<file path="config.mk">
export PLATFORM = sky130hd
export DESIGN_NAME = file_rx
export DESIGN_NICKNAME = d
export VERILOG_FILES = /design/src/rtl/file_pkg.sv /design/src/rtl/file_rx_fifo.sv /design/src/rtl/file_rx.sv
export SDC_FILE = /design/constraint.sdc
export NUM_CORES = 1
export LEC_CHECK = 0
export ABC_AREA = 0
export CAP_MARGIN = 20
export CORE_AREA = 2 2 76 78
export CTS_BUF_LIST = sky130_fd_sc_hd__clkbuf_16
export DETAILED_ROUTE_END_ITERATION = 10
export DIE_AREA = 0 0 78 80
export HOLD_SLACK_MARGIN = 0.08
export PLACE_DENSITY = 0.75
export SKIP_LAST_GASP = 1
export SLEW_MARGIN = 15
export SYNTH_ARGS = -nofsm -noshare
export SYNTH_HDL_FRONTEND = slang
export SYNTH_HIERARCHICAL = 1
export SYNTH_SLANG_ARGS = --single-unit
export TNS_END_PERCENT = 1
</file>
<file path="constraint.sdc">
create_clock -name clk -period 2.6 [get_ports clk]
set_input_delay 0.39 -clock clk [delete_from_list [all_inputs] [get_ports clk]]
set_output_delay 0.39 -clock clk [all_outputs]
set_load 0.05 [all_outputs]
</file>
<file path="src/rtl/file_pkg.sv">
// Shared mode encoding and word decode for the file word stream receive path.
package file_pkg;

    localparam int unsigned MODE_W = 5;
    localparam int unsigned DEC_W  = 64;

    typedef logic [MODE_W-1:0] mode_t;

    localparam mode_t MODE_SUB = 5'd0;
    localparam mode_t MODE_INV = 5'd1;

    // Decode at a fixed wide width; callers truncate, which gives the mod 2^WIDTH wrap.
    function automatic logic [DEC_W-1:0] f_decode(
        input logic [DEC_W-1:0] data,
        input mode_t            mode,
        input logic [DEC_W-1:0] offset
    );
        logic [DEC_W-1:0] res;
        res = data;
        case (mode)
            MODE_SUB: res = data - offset;
            MODE_INV: res = ~data;
            default:  res = data;
        endcase
        return res;
    endfunction

endpackage

</file>
<file path="src/rtl/file_rx_fifo.sv">
// First-word-fall-through FIFO with registered head word, occupancy and full/empty flags.
module file_rx_fifo #(
    parameter int unsigned WIDTH = 8,
    parameter int unsigned DEPTH = 4
) (
    input  logic                     clk,
    input  logic                     rst,
    input  logic                     i_push,
    input  logic [WIDTH-1:0]         i_wdata,
    input  logic                     i_pop,
    output logic                     o_not_empty,
    output logic                     o_not_full,
    output logic [WIDTH-1:0]         o_head,
    output logic [$clog2(DEPTH):0]   o_level
);

    localparam int unsigned PTR_W = $clog2(DEPTH);
    localparam int unsigned LVL_W = PTR_W + 1;
    localparam logic [LVL_W-1:0] FULL_LVL = LVL_W'(DEPTH);

    logic [WIDTH-1:0] r_mem [DEPTH];
    logic [PTR_W-1:0] r_wr_ptr;
    logic [PTR_W-1:0] r_rd_ptr;
    logic [LVL_W-1:0] r_level;
    logic             r_not_empty;
    logic             r_not_full;
    logic [WIDTH-1:0] r_head;

    logic             w_push;
    logic             w_pop;
    logic [PTR_W-1:0] w_wr_ptr_nxt;
    logic [PTR_W-1:0] w_rd_ptr_nxt;
    logic [LVL_W-1:0] w_level_nxt;
    logic [WIDTH-1:0] w_head_nxt;

    // Next-state: pointers, level, and the word that will sit at the head after this edge.
    always_comb begin
        w_push       = i_push && r_not_full;
        w_pop        = i_pop && r_not_empty;
        w_wr_ptr_nxt = r_wr_ptr;
        w_rd_ptr_nxt = r_rd_ptr;
        w_level_nxt  = r_level;
        w_head_nxt   = r_head;

        if (w_push) begin
            w_wr_ptr_nxt = r_wr_ptr + PTR_W'(1);
        end
        if (w_pop) begin
            w_rd_ptr_nxt = r_rd_ptr + PTR_W'(1);
        end

        case ({w_push, w_pop})
            2'b10:   w_level_nxt = r_level + LVL_W'(1);
            2'b01:   w_level_nxt = r_level - LVL_W'(1);
            default: w_level_nxt = r_level;
        endcase

        // Head bypasses storage when the word being written becomes the head; when empty it holds.
        if (w_level_nxt != '0) begin
            if (w_push && (r_wr_ptr == w_rd_ptr_nxt)) begin
                w_head_nxt = i_wdata;
            end else begin
                w_head_nxt = r_mem[w_rd_ptr_nxt];
            end
        end
    end

    always_ff @(posedge clk) begin
        if (w_push) begin
            r_mem[r_wr_ptr] <= i_wdata;
        end
    end

    always_ff @(posedge clk) begin
        if (rst) begin
            r_wr_ptr    <= '0;
            r_rd_ptr    <= '0;
            r_level     <= '0;
            r_not_empty <= 1'b0;
            r_not_full  <= 1'b1;
            r_head      <= '0;
        end else begin
            r_wr_ptr    <= w_wr_ptr_nxt;
            r_rd_ptr    <= w_rd_ptr_nxt;
            r_level     <= w_level_nxt;
            r_not_empty <= (w_level_nxt != '0);
            r_not_full  <= (w_level_nxt != FULL_LVL);
            r_head      <= w_head_nxt;
        end
    end

    assign o_not_empty = r_not_empty;
    assign o_not_full  = r_not_full;
    assign o_head      = r_head;
    assign o_level     = r_level;

endmodule

</file>
<file path="src/rtl/file_rx.sv">
// Receive side of the file word stream: decodes mode-tagged words and buffers them for a
// valid/ready consumer, flagging words dropped while the buffer is full.
module file_rx
    import file_pkg::*;
#(
    parameter int unsigned WIDTH  = 8,
    parameter int unsigned DEPTH  = 4,
    parameter int unsigned OFFSET = 1
) (
    input  logic                   clk,
    input  logic                   rst,
    input  logic                   in_valid,
    input  logic [WIDTH-1:0]       in_data,
    input  logic [MODE_W-1:0]      in_mode,
    output logic                   in_ready,
    output logic                   out_valid,
    output logic [WIDTH-1:0]       out_data,
    input  logic                   out_ready,
    output logic [$clog2(DEPTH):0] level,
    output logic                   overflow
);

    logic [WIDTH-1:0] w_dec_data;
    logic             w_not_empty;
    logic             w_not_full;
    logic             r_overflow;

    assign w_dec_data = WIDTH'(f_decode(DEC_W'(in_data), in_mode, DEC_W'(OFFSET)));

    file_rx_fifo #(
        .WIDTH (WIDTH),
        .DEPTH (DEPTH)
    ) u_fifo (
        .clk         (clk),
        .rst         (rst),
        .i_push      (in_valid),
        .i_wdata     (w_dec_data),
        .i_pop       (out_ready),
        .o_not_empty (w_not_empty),
        .o_not_full  (w_not_full),
        .o_head      (out_data),
        .o_level     (level)
    );

    // Sticky drop indicator, cleared only by reset.
    always_ff @(posedge clk) begin
        if (rst) begin
            r_overflow <= 1'b0;
        end else if (in_valid && !w_not_full) begin
            r_overflow <= 1'b1;
        end
    end

    assign in_ready  = w_not_full;
    assign out_valid = w_not_empty;
    assign overflow  = r_overflow;

endmodule

</file>
==> run summary, run 1 <==
### Timing
* 0.613 — Slew headroom
* 0 — final-report hold violation count
* 0 — number of pins exceeding their max-slew limit in the final report
* 397 MHz — maximum operating frequency
* no — unrepaired setup endpoints after global routing
* 0 — Final Setup Violations
* 0 ns — accumulated negative setup slack
* 0.968 — final cycle utilization of the critical path
* 0.566 ns — Worst Max-Slew Pin Slew
* 0.00344 ns — Worst Skew
* 2.52 ns — final critical path time including I/O delays and setup

### Power and ir drop
* 0.423 — combinational cell fraction of total power
* 0.000618 V — worst voltage drop across the vdd grid
* 0.350 — portion of total power attributed to sequential cells
* 1.19 mW — net switching power of the design
* 1.19 nW — Leak Pwr
* 0.228 — clock share of power
* 0.372 — switching portion of total power
* 3.19 mW — total power
* 961 nW/um^2 — power per cell area
* 2.00 mW — P_int

### Cells and area
* 0.213 — fraction of layout instances using a drive strength above 1
* 1210 sq um — area of the multi-input gates
* 453 — fill cell instance count of the final layout
* 1330 sq um — sequential cell area
* 27.0% — Area growth, synth to finish
* sky130_fd_sc_hd__edfxtp_1 — leading cell type in the layout, fill and taps excluded
* 0 — diode insertion count for antenna repair
* 0.614 — Core Util, Final
* 290 — Final #Nets
* sky130_fd_sc_hd__edfxtp_1 (32), sky130_fd_sc_hd__clkdlybuf4s50_1 (28), sky130_fd_sc_hd__buf_4 (22) — highest-count cells in the layout ignoring fill and taps

### Worst setup path
* primary input to flip-flop — type of the setup path with the least slack
* 5 — peak fanout along the critical path
* 0.09 ns — Register-to-Register Setup Slack
* u_fifo/o_head[1]$_SDFFE_PP0P_ — endpoint of the worst register-to-register path
* primary input — CP Launch Type
* out_ready — critical path launch point
* flip-flop — category of the worst setup path capture point
* u_fifo/o_head[1]$_SDFFE_PP0P_ — endpoint of the worst setup timing path
* dlygate4sd2_1 > nand2_4 > inv_4 > ha_2 > fa_2 > xnor2_2 > o21a_2 > o31ai_4 > nor4_4 > buf_4 > a221o_1 — cell chain of the critical path
* 0.40 ns — Largest stage delay, worst path
* 10 — count of cells along the worst register-to-register path
* 2.69 ns — critical path arrival
* u_fifo/o_not_empty$_SDFF_PP0_ — launching point of the worst reg2reg path
* sky130_fd_sc_hd__o31ai_4 — slowest CP cell
* 2.77 ns — WP data required

### Yosys
* 12.1 sq um — synthesized area per cell
* 240 — synthesized net count
* 0.506 — sequential cell area fraction in the yosys report
* 216 — Syn Inst Count
* 6 — total of warnings raised by yosys
* 51 — unique cell type count in the Yosys netlist
* 2610 sq um — cell area after synthesis
* 0 — Async SR Flop Fraction
* 32 — number of flops mapped to enable cells by yosys
* sky130_fd_sc_hd__edfxtp_1 — Most used DFF post-synth
* 50 — number of flip-flops and latches in the synthesized netlist

### Floorplanning
* 80 um — floorplan die height
* 31 — count of boundary I/O pins
* 6240 sq um — Die Area
* 27 — site row count
* 0.483 — initial core utilization
* 78 um — die width
* 5410 sq um — area inside the core boundary

### Global route
* 1860 — via count of the first global-routing pass
* 0 — final global-route overflow total
* 9540 um — first-pass GRT wire length
* 25 — largest net degree at the start of global routing
* 0 — antenna violations before repair
* 0.202 — GRT Overall Usage

### Placement
* 30 — total of buffers placed on input and output ports
* 0.861 — final weighted congestion of routability-driven global placement
* 4100 um — final HPWL from detailed placement

### Route
* 1975 — total number of vias
* 0 — antenna-violating nets left
* 17.5 um — average wire per cell in the routed design
* 125 — initial detailed-routing violation count
* 0 — count of unresolved DRC violations after routing
* 5.83 — average via count per standard cell
* 5940 um — routed wire length
* 4 — drt first pass iters

### Min path
* flip-flop to flip-flop — Worst Hold Class

### Clocking
* 5 — CTS buffer count
* 0.06 ns — clock-pin slew of the registers on the worst-case setup and hold paths
* 2 — Max Root-Sink Buffers
* 50 — count of clock tree sinks
* 0.29 ns — clock latency of the later-clocked register in the worst-skew pair
* 2 — H-tree levels
* built — TritonCTS clock tree
* sky130_fd_sc_hd__clkbuf_16 — CTS root buffer

### Run status
* completed — run status

### Job
* 0 — total of max-cap violations

## metal layers
metal,GRT usage,vias to the layer above,part of all wire
li1,-,961,-
met1,0.270,930,0.43
met2,0.321,74,0.48
met3,0.0328,10,0.062
met4,0.100,0,0.020
met5,0,-,0
## flip-flops by register name, indices dropped and copies added, names as in the netlist
name,count
overflow,1
u_fifo/o_head,8
u_fifo/o_level,3
u_fifo/o_not_empty,1
u_fifo/o_not_full,1
u_fifo/r_mem,32
u_fifo/r_rd_ptr,2
u_fifo/r_wr_ptr,2
## Yosys cell counts, types with 4 or more instances
| master | instances | share of area |
|---|---|---|
| sky130_fd_sc_hd__ha_1 | 6 | 0.029 |
| sky130_fd_sc_hd__dfxtp_1 | 18 | 0.14 |
| sky130_fd_sc_hd__o22ai_1 | 8 | 0.019 |
| sky130_fd_sc_hd__and3_1 | 4 | 0.0096 |
| sky130_fd_sc_hd__edfxtp_1 | 32 | 0.37 |
| sky130_fd_sc_hd__a221o_1 | 8 | 0.031 |
| sky130_fd_sc_hd__nor3_1 | 4 | 0.0077 |
| sky130_fd_sc_hd__o21a_1 | 8 | 0.023 |
| sky130_fd_sc_hd__o221ai_1 | 8 | 0.027 |
| sky130_fd_sc_hd__or3_1 | 8 | 0.019 |
| sky130_fd_sc_hd__xnor2_1 | 8 | 0.027 |
| sky130_fd_sc_hd__nor2_1 | 9 | 0.013 |
| sky130_fd_sc_hd__nand2_1 | 5 | 0.0072 |
| sky130_fd_sc_hd__inv_1 | 10 | 0.014 |
| sky130_fd_sc_hd__mux2_2 | 7 | 0.030 |
| sky130_fd_sc_hd__clkbuf_1 | 5 | 0.0072 |
| sky130_fd_sc_hd__a2111oi_0 | 8 | 0.027 |
| sky130_fd_sc_hd__o31ai_1 | 8 | 0.023 |
## cell families after synthesis
| logic type | synth area share |
|---|---|
| AO/OA/AOI/OAI | 0.203 |
| XOR/XNOR | 0.0369 |
| buffers and inverters | 0.0402 |
| AND/OR/NAND/NOR | 0.132 |
| flip-flops | 0.506 |
| adder cells (fa/ha/maj) | 0.0364 |
| multiplexers | 0.0460 |
## power groups by stage
stage	logic (mW)	registers (mW)	clock network, mW
finish	1.35	1.11	0.725
CTS	1.34	1.12	0.737
floorplan	0.564	1.40	0
global route	1.44	1.13	0.772
global placement	1.28	1.13	0
detailed placement	1.29	1.13	0
## critical path, delay by kind of cell
family | cells | cell delay [ns]
AOI/OAI and AO/OA | 3 | 0.97
adders and majority gates | 2 | 0.56
buffers and inverters | 3 | 0.46
and+or+nand+nor | 2 | 0.16
xor gates and xnor gates | 1 | 0.15
## how the worst min path moves through the flow
stage	depth (start not counted)	endpoint	slack, ns	from
floorplan	1	overflow$_SDFFE_PP0P_	0.46	rst
global placement	2	overflow$_SDFFE_PP0P_	0.45	overflow$_SDFFE_PP0P_
detailed placement	2	overflow$_SDFFE_PP0P_	0.47	overflow$_SDFFE_PP0P_
CTS	2	overflow$_SDFFE_PP0P_	0.49	overflow$_SDFFE_PP0P_
global route	1	u_fifo/o_head[7]$_SDFFE_PP0P_	0.51	u_fifo/o_head[7]$_SDFFE_PP0P_
finish	2	overflow$_SDFFE_PP0P_	0.48	overflow$_SDFFE_PP0P_
## cell type report
cell class	count	area share
timing repair buffer	53	0.143
clock buffer	5	0.0377
clock inverter	3	0.0132
multi-input combinational	145	0.365
sequential	50	0.401
inverter	11	0.0132
tap	72	0.0272
## what timing repair did
action	in CTS	in global routing
resized for setup	7	0
pin swaps	9	2
buffers inserted	2	2
endpoints found under the setup margin	8	4
hold buffers	0	0
## per-stage QoR
step / hold WS [ns] / instances / setup WS (ns) / cell area, sq um
after detailed placement: 0.465 / 327 / -0.378 / 3100
after global routing: 0.506 / 339 / 0.000473 / 3320
final: 0.482 / 339 / 0.0842 / 3320
after global placement: 0.449 / 327 / -0.395 / 3100
after floorplan: 0.462 / 216 / 0.00447 / 2630
after CTS: 0.485 / 337 / 0.104 / 3300
No activity file was read; power rests on OpenSTA's default activity.
==> run 2, diff against run 1 <==
--- a/config.mk
+++ b/config.mk
@@ -11,7 +11,7 @@
 export CTS_BUF_LIST = sky130_fd_sc_hd__clkbuf_16
 export DETAILED_ROUTE_END_ITERATION = 10
 export DIE_AREA = 0 0 78 80
-export HOLD_SLACK_MARGIN = 0.08
+export HOLD_SLACK_MARGIN = 0.06
 export PLACE_DENSITY = 0.75
 export SKIP_LAST_GASP = 1
 export SLEW_MARGIN = 15
==> results of run 2 <==
Same layout as run 1: the final DEF is identical, and so are final timing and power.
==> run 3, diff against run 2 <==
--- a/config.mk
+++ b/config.mk
@@ -13,6 +13,7 @@
 export DIE_AREA = 0 0 78 80
 export HOLD_SLACK_MARGIN = 0.06
 export PLACE_DENSITY = 0.75
+export RECOVER_POWER = 50
 export SKIP_LAST_GASP = 1
 export SLEW_MARGIN = 15
 export SYNTH_ARGS = -nofsm -noshare
==> run summary, run 3 (same netlist as run 1, synthesis figures left out) <==
### Timing
* 0 — final-report hold violation count, unchanged
* no — unrepaired setup endpoints after global routing, unchanged
* 0 ns — accumulated negative setup slack, unchanged
* 0.571 ns — Worst Max-Slew Pin Slew, was 0.566 ns
* 0.00513 ns — Worst Skew, was 0.00344 ns
* 0.968 — final cycle utilization of the critical path, about the same
* 0 — number of pins exceeding their max-slew limit in the final report, unchanged
* 2.52 ns — final critical path time including I/O delays and setup, about the same
* 397 MHz — maximum operating frequency, about the same
* 0.0839 ns — post-route setup slack, was 0.0842 ns
* 0 — Final Setup Violations, unchanged
* 0.610 — Slew headroom, was 0.613

### Clocking
* 50 — count of clock tree sinks, unchanged
* built — TritonCTS clock tree, unchanged
* 5 — CTS buffer count, unchanged
* 0.06 ns — clock-pin slew of the registers on the worst-case setup and hold paths, about the same
* sky130_fd_sc_hd__clkbuf_16 — CTS root buffer, unchanged
* 2 — Max Root-Sink Buffers, unchanged
* 0.29 ns — clock latency of the later-clocked register in the worst-skew pair, about the same
* 2 — H-tree levels, unchanged

### Cells and area
* 0 — diode insertion count for antenna repair, unchanged
* 3310 sq um — final non-filler cell area, was 3320 sq um
* sky130_fd_sc_hd__edfxtp_1 — leading cell type in the layout, fill and taps excluded, unchanged
* 339 — number of standard cells in the layout, taps in and fillers out, unchanged
* 290 — Final #Nets, unchanged
* u_fifo/r_mem — register containing the most flip-flops in the final layout, unchanged
* 26.8% — Area growth, synth to finish, was 27.0%
* sky130_fd_sc_hd__edfxtp_1 (32), sky130_fd_sc_hd__buf_4 (21), sky130_fd_sc_hd__clkdlybuf4s50_1 (19) — highest-count cells in the layout ignoring fill and taps, was sky130_fd_sc_hd__edfxtp_1 (32), sky130_fd_sc_hd__clkdlybuf4s50_1 (28), sky130_fd_sc_hd__buf_4 (22)
* 32 — Largest register FFs, unchanged
* 0.210 — fraction of layout instances using a drive strength above 1, was 0.213

### Floorplanning
* 0.483 — initial core utilization, unchanged
* 31 — count of boundary I/O pins, unchanged
* 80 um — floorplan die height, unchanged
* 78 um — die width, unchanged
* 6240 sq um — Die Area, unchanged
* 27 — site row count, unchanged
* 5410 sq um — area inside the core boundary, unchanged

### Worst setup path
* flip-flop — category of the worst setup path capture point, unchanged
* 5 — peak fanout along the critical path, unchanged
* 2.77 ns — WP data required, about the same
* 0.40 ns — Largest stage delay, worst path, about the same
* primary input — CP Launch Type, unchanged
* compound AO/OA/AOI/OAI gates — critical path's top delay family, unchanged
* dlygate4sd2_1 > nand2_4 > inv_4 > ha_2 > fa_2 > xnor2_2 > o21a_2 > o31ai_4 > nor4_4 > buf_4 > a221o_1 — cell chain of the critical path, unchanged
* 10 — count of cells along the worst register-to-register path, unchanged
* 0.09 ns — Register-to-Register Setup Slack, about the same
* primary input to flip-flop — type of the setup path with the least slack, unchanged
* u_fifo/o_head[1]$_SDFFE_PP0P_ — endpoint of the worst register-to-register path, unchanged
* u_fifo/o_not_empty$_SDFF_PP0_ — launching point of the worst reg2reg path, unchanged
* sky130_fd_sc_hd__o31ai_4 — slowest CP cell, unchanged
* 3 — number of buffers and inverters on the critical path, unchanged
* 2.69 ns — critical path arrival, about the same

### Power and ir drop
* 0.229 — clock share of power, was 0.228
* 0.000617 V — worst voltage drop across the vdd grid, was 0.000618 V
* 956 nW/um^2 — power per cell area, was 961 nW/um^2
* 1.98 mW — P_int, was 2.00 mW
* 1.20 nW — Leak Pwr, was 1.19 nW
* 0.419 — combinational cell fraction of total power, was 0.423
* 0.351 — portion of total power attributed to sequential cells, was 0.350
* 0.374 — switching portion of total power, was 0.372
* 1.19 mW — net switching power of the design, about the same

### Placement
* 30 — total of buffers placed on input and output ports, unchanged
* 4100 um — final HPWL from detailed placement, unchanged
* 327 — Placed Instances, unchanged
* -0.378 ns — placement-stage worst setup slack, unchanged
* 0.861 — final weighted congestion of routability-driven global placement, unchanged
* 3100 sq um — post-placement cell area, unchanged

### Route
* 17.6 um — average wire per cell in the routed design, was 17.5 um
* 5.86 — average via count per standard cell, was 5.83
* 5980 um — routed wire length, was 5940 um
* 1986 — total number of vias, was 1975
* 143 — initial detailed-routing violation count, was 125
* 0 — antenna-violating nets left, unchanged
* 0 — count of unresolved DRC violations after routing, unchanged
* 4 — drt first pass iters, unchanged

### Min path
* 1 — worst hold path cell count, was 2
* u_fifo/o_head[7]$_SDFFE_PP0P_ — hold worst-path end, was overflow$_SDFFE_PP0P_
* u_fifo/o_head[7]$_SDFFE_PP0P_ — launch instance of the worst min-delay path, was overflow$_SDFFE_PP0P_
* flip-flop to flip-flop — Worst Hold Class, unchanged

### Global route
* 0 — final global-route overflow total, unchanged
* 9540 um — first-pass GRT wire length, unchanged
* 1860 — via count of the first global-routing pass, unchanged
* 25 — largest net degree at the start of global routing, unchanged
* 0.202 — GRT Overall Usage, unchanged
* 0 — antenna violations before repair, unchanged

### Job
* 0 — total of max-cap violations, unchanged

### Run status
* completed — run status, unchanged

## run 3: cell count changes in the layout (fill, tap and decap cells not counted)
cell                              delta
sky130_fd_sc_hd__buf_4               -1
sky130_fd_sc_hd__clkbuf_1            +1
sky130_fd_sc_hd__clkdlybuf4s50_1     -9
sky130_fd_sc_hd__dlygate4sd3_1       +9
## run 3: worst max path at each step
stage / from / endpoint / slack (ns) / depth (start not counted)
detailed placement: in_valid / u_fifo/o_head[5]$_SDFFE_PP0P_ / -0.38 / 9
global route: u_fifo/o_not_empty$_SDFF_PP0_ / u_fifo/o_head[1]$_SDFFE_PP0P_ / 0.001 / 10
global placement: in_valid / u_fifo/o_head[7]$_SDFFE_PP0P_ / -0.39 / 10
CTS: out_ready / u_fifo/o_head[6]$_SDFFE_PP0P_ / 0.10 / 11
finish: out_ready / u_fifo/o_head[1]$_SDFFE_PP0P_ / 0.08 / 11
floorplan: u_fifo/o_not_empty$_SDFF_PP0_ / u_fifo/o_head[0]$_SDFFE_PP0P_ / 0.004 / 10
## run 3: through the flow
step | util | hold slack [ns] | total power [mW]
5_1_grt | 0.613 | 0.502 | 3.32
4_1_cts | 0.611 | 0.485 | 3.20
3_3_place_gp | 0.573 | 0.449 | 2.41
6_report | 0.613 | 0.484 | 3.17
2_1_floorplan | - | 0.462 | 1.97
3_5_place_dp | 0.573 | 0.465 | 2.42
## run 3: layer usage
layer	up-vias	wire [um]	track usage
li1	958	-	-
met1	942	2620	0.270
met2	74	2820	0.321
met3	12	395	0.0328
met4	0	141	0.100
met5	-	0	0
## run 3: worst register-to-register path, stage by stage (launching register included)
cell and delay [ns]:
sky130_fd_sc_hd__dfxtp_4 0.36, sky130_fd_sc_hd__nand2_4 0.08, sky130_fd_sc_hd__inv_4 0.03, sky130_fd_sc_hd__ha_2 0.19
sky130_fd_sc_hd__fa_2 0.37, sky130_fd_sc_hd__xnor2_2 0.15, sky130_fd_sc_hd__o21a_2 0.23, sky130_fd_sc_hd__o31ai_4 0.40
sky130_fd_sc_hd__nor4_4 0.09, sky130_fd_sc_hd__buf_4 0.16, sky130_fd_sc_hd__a221o_1 0.34
## run 3: repair_timing
item | in CTS | in global routing
setup buffers | 2 | 2
setup endpoints to repair | 8 | 4
hold buffers | 0 | 0
resized for setup | 7 | 0
pin swaps | 9 | 2
cloned | 0 | 0
## run 3: power by group through the flow
stage	logic (mW)	registers, mW	clock network [mW]
floorplan	0.564	1.40	0
global route	1.42	1.13	0.772
finish	1.33	1.11	0.727
global placement	1.28	1.13	0
detailed placement	1.29	1.13	0
CTS	1.34	1.12	0.737
## run 3: cell type report
class	count	area, sq um
Clock buffer	5	125
Timing Repair Buffer	53	470
Clock inverter	3	43.8
Fill cell	452	2090
Multi-Input combinational cell	145	1210
Sequential cell	50	1330
Tap cell	72	90.1
Inverter	11	43.8
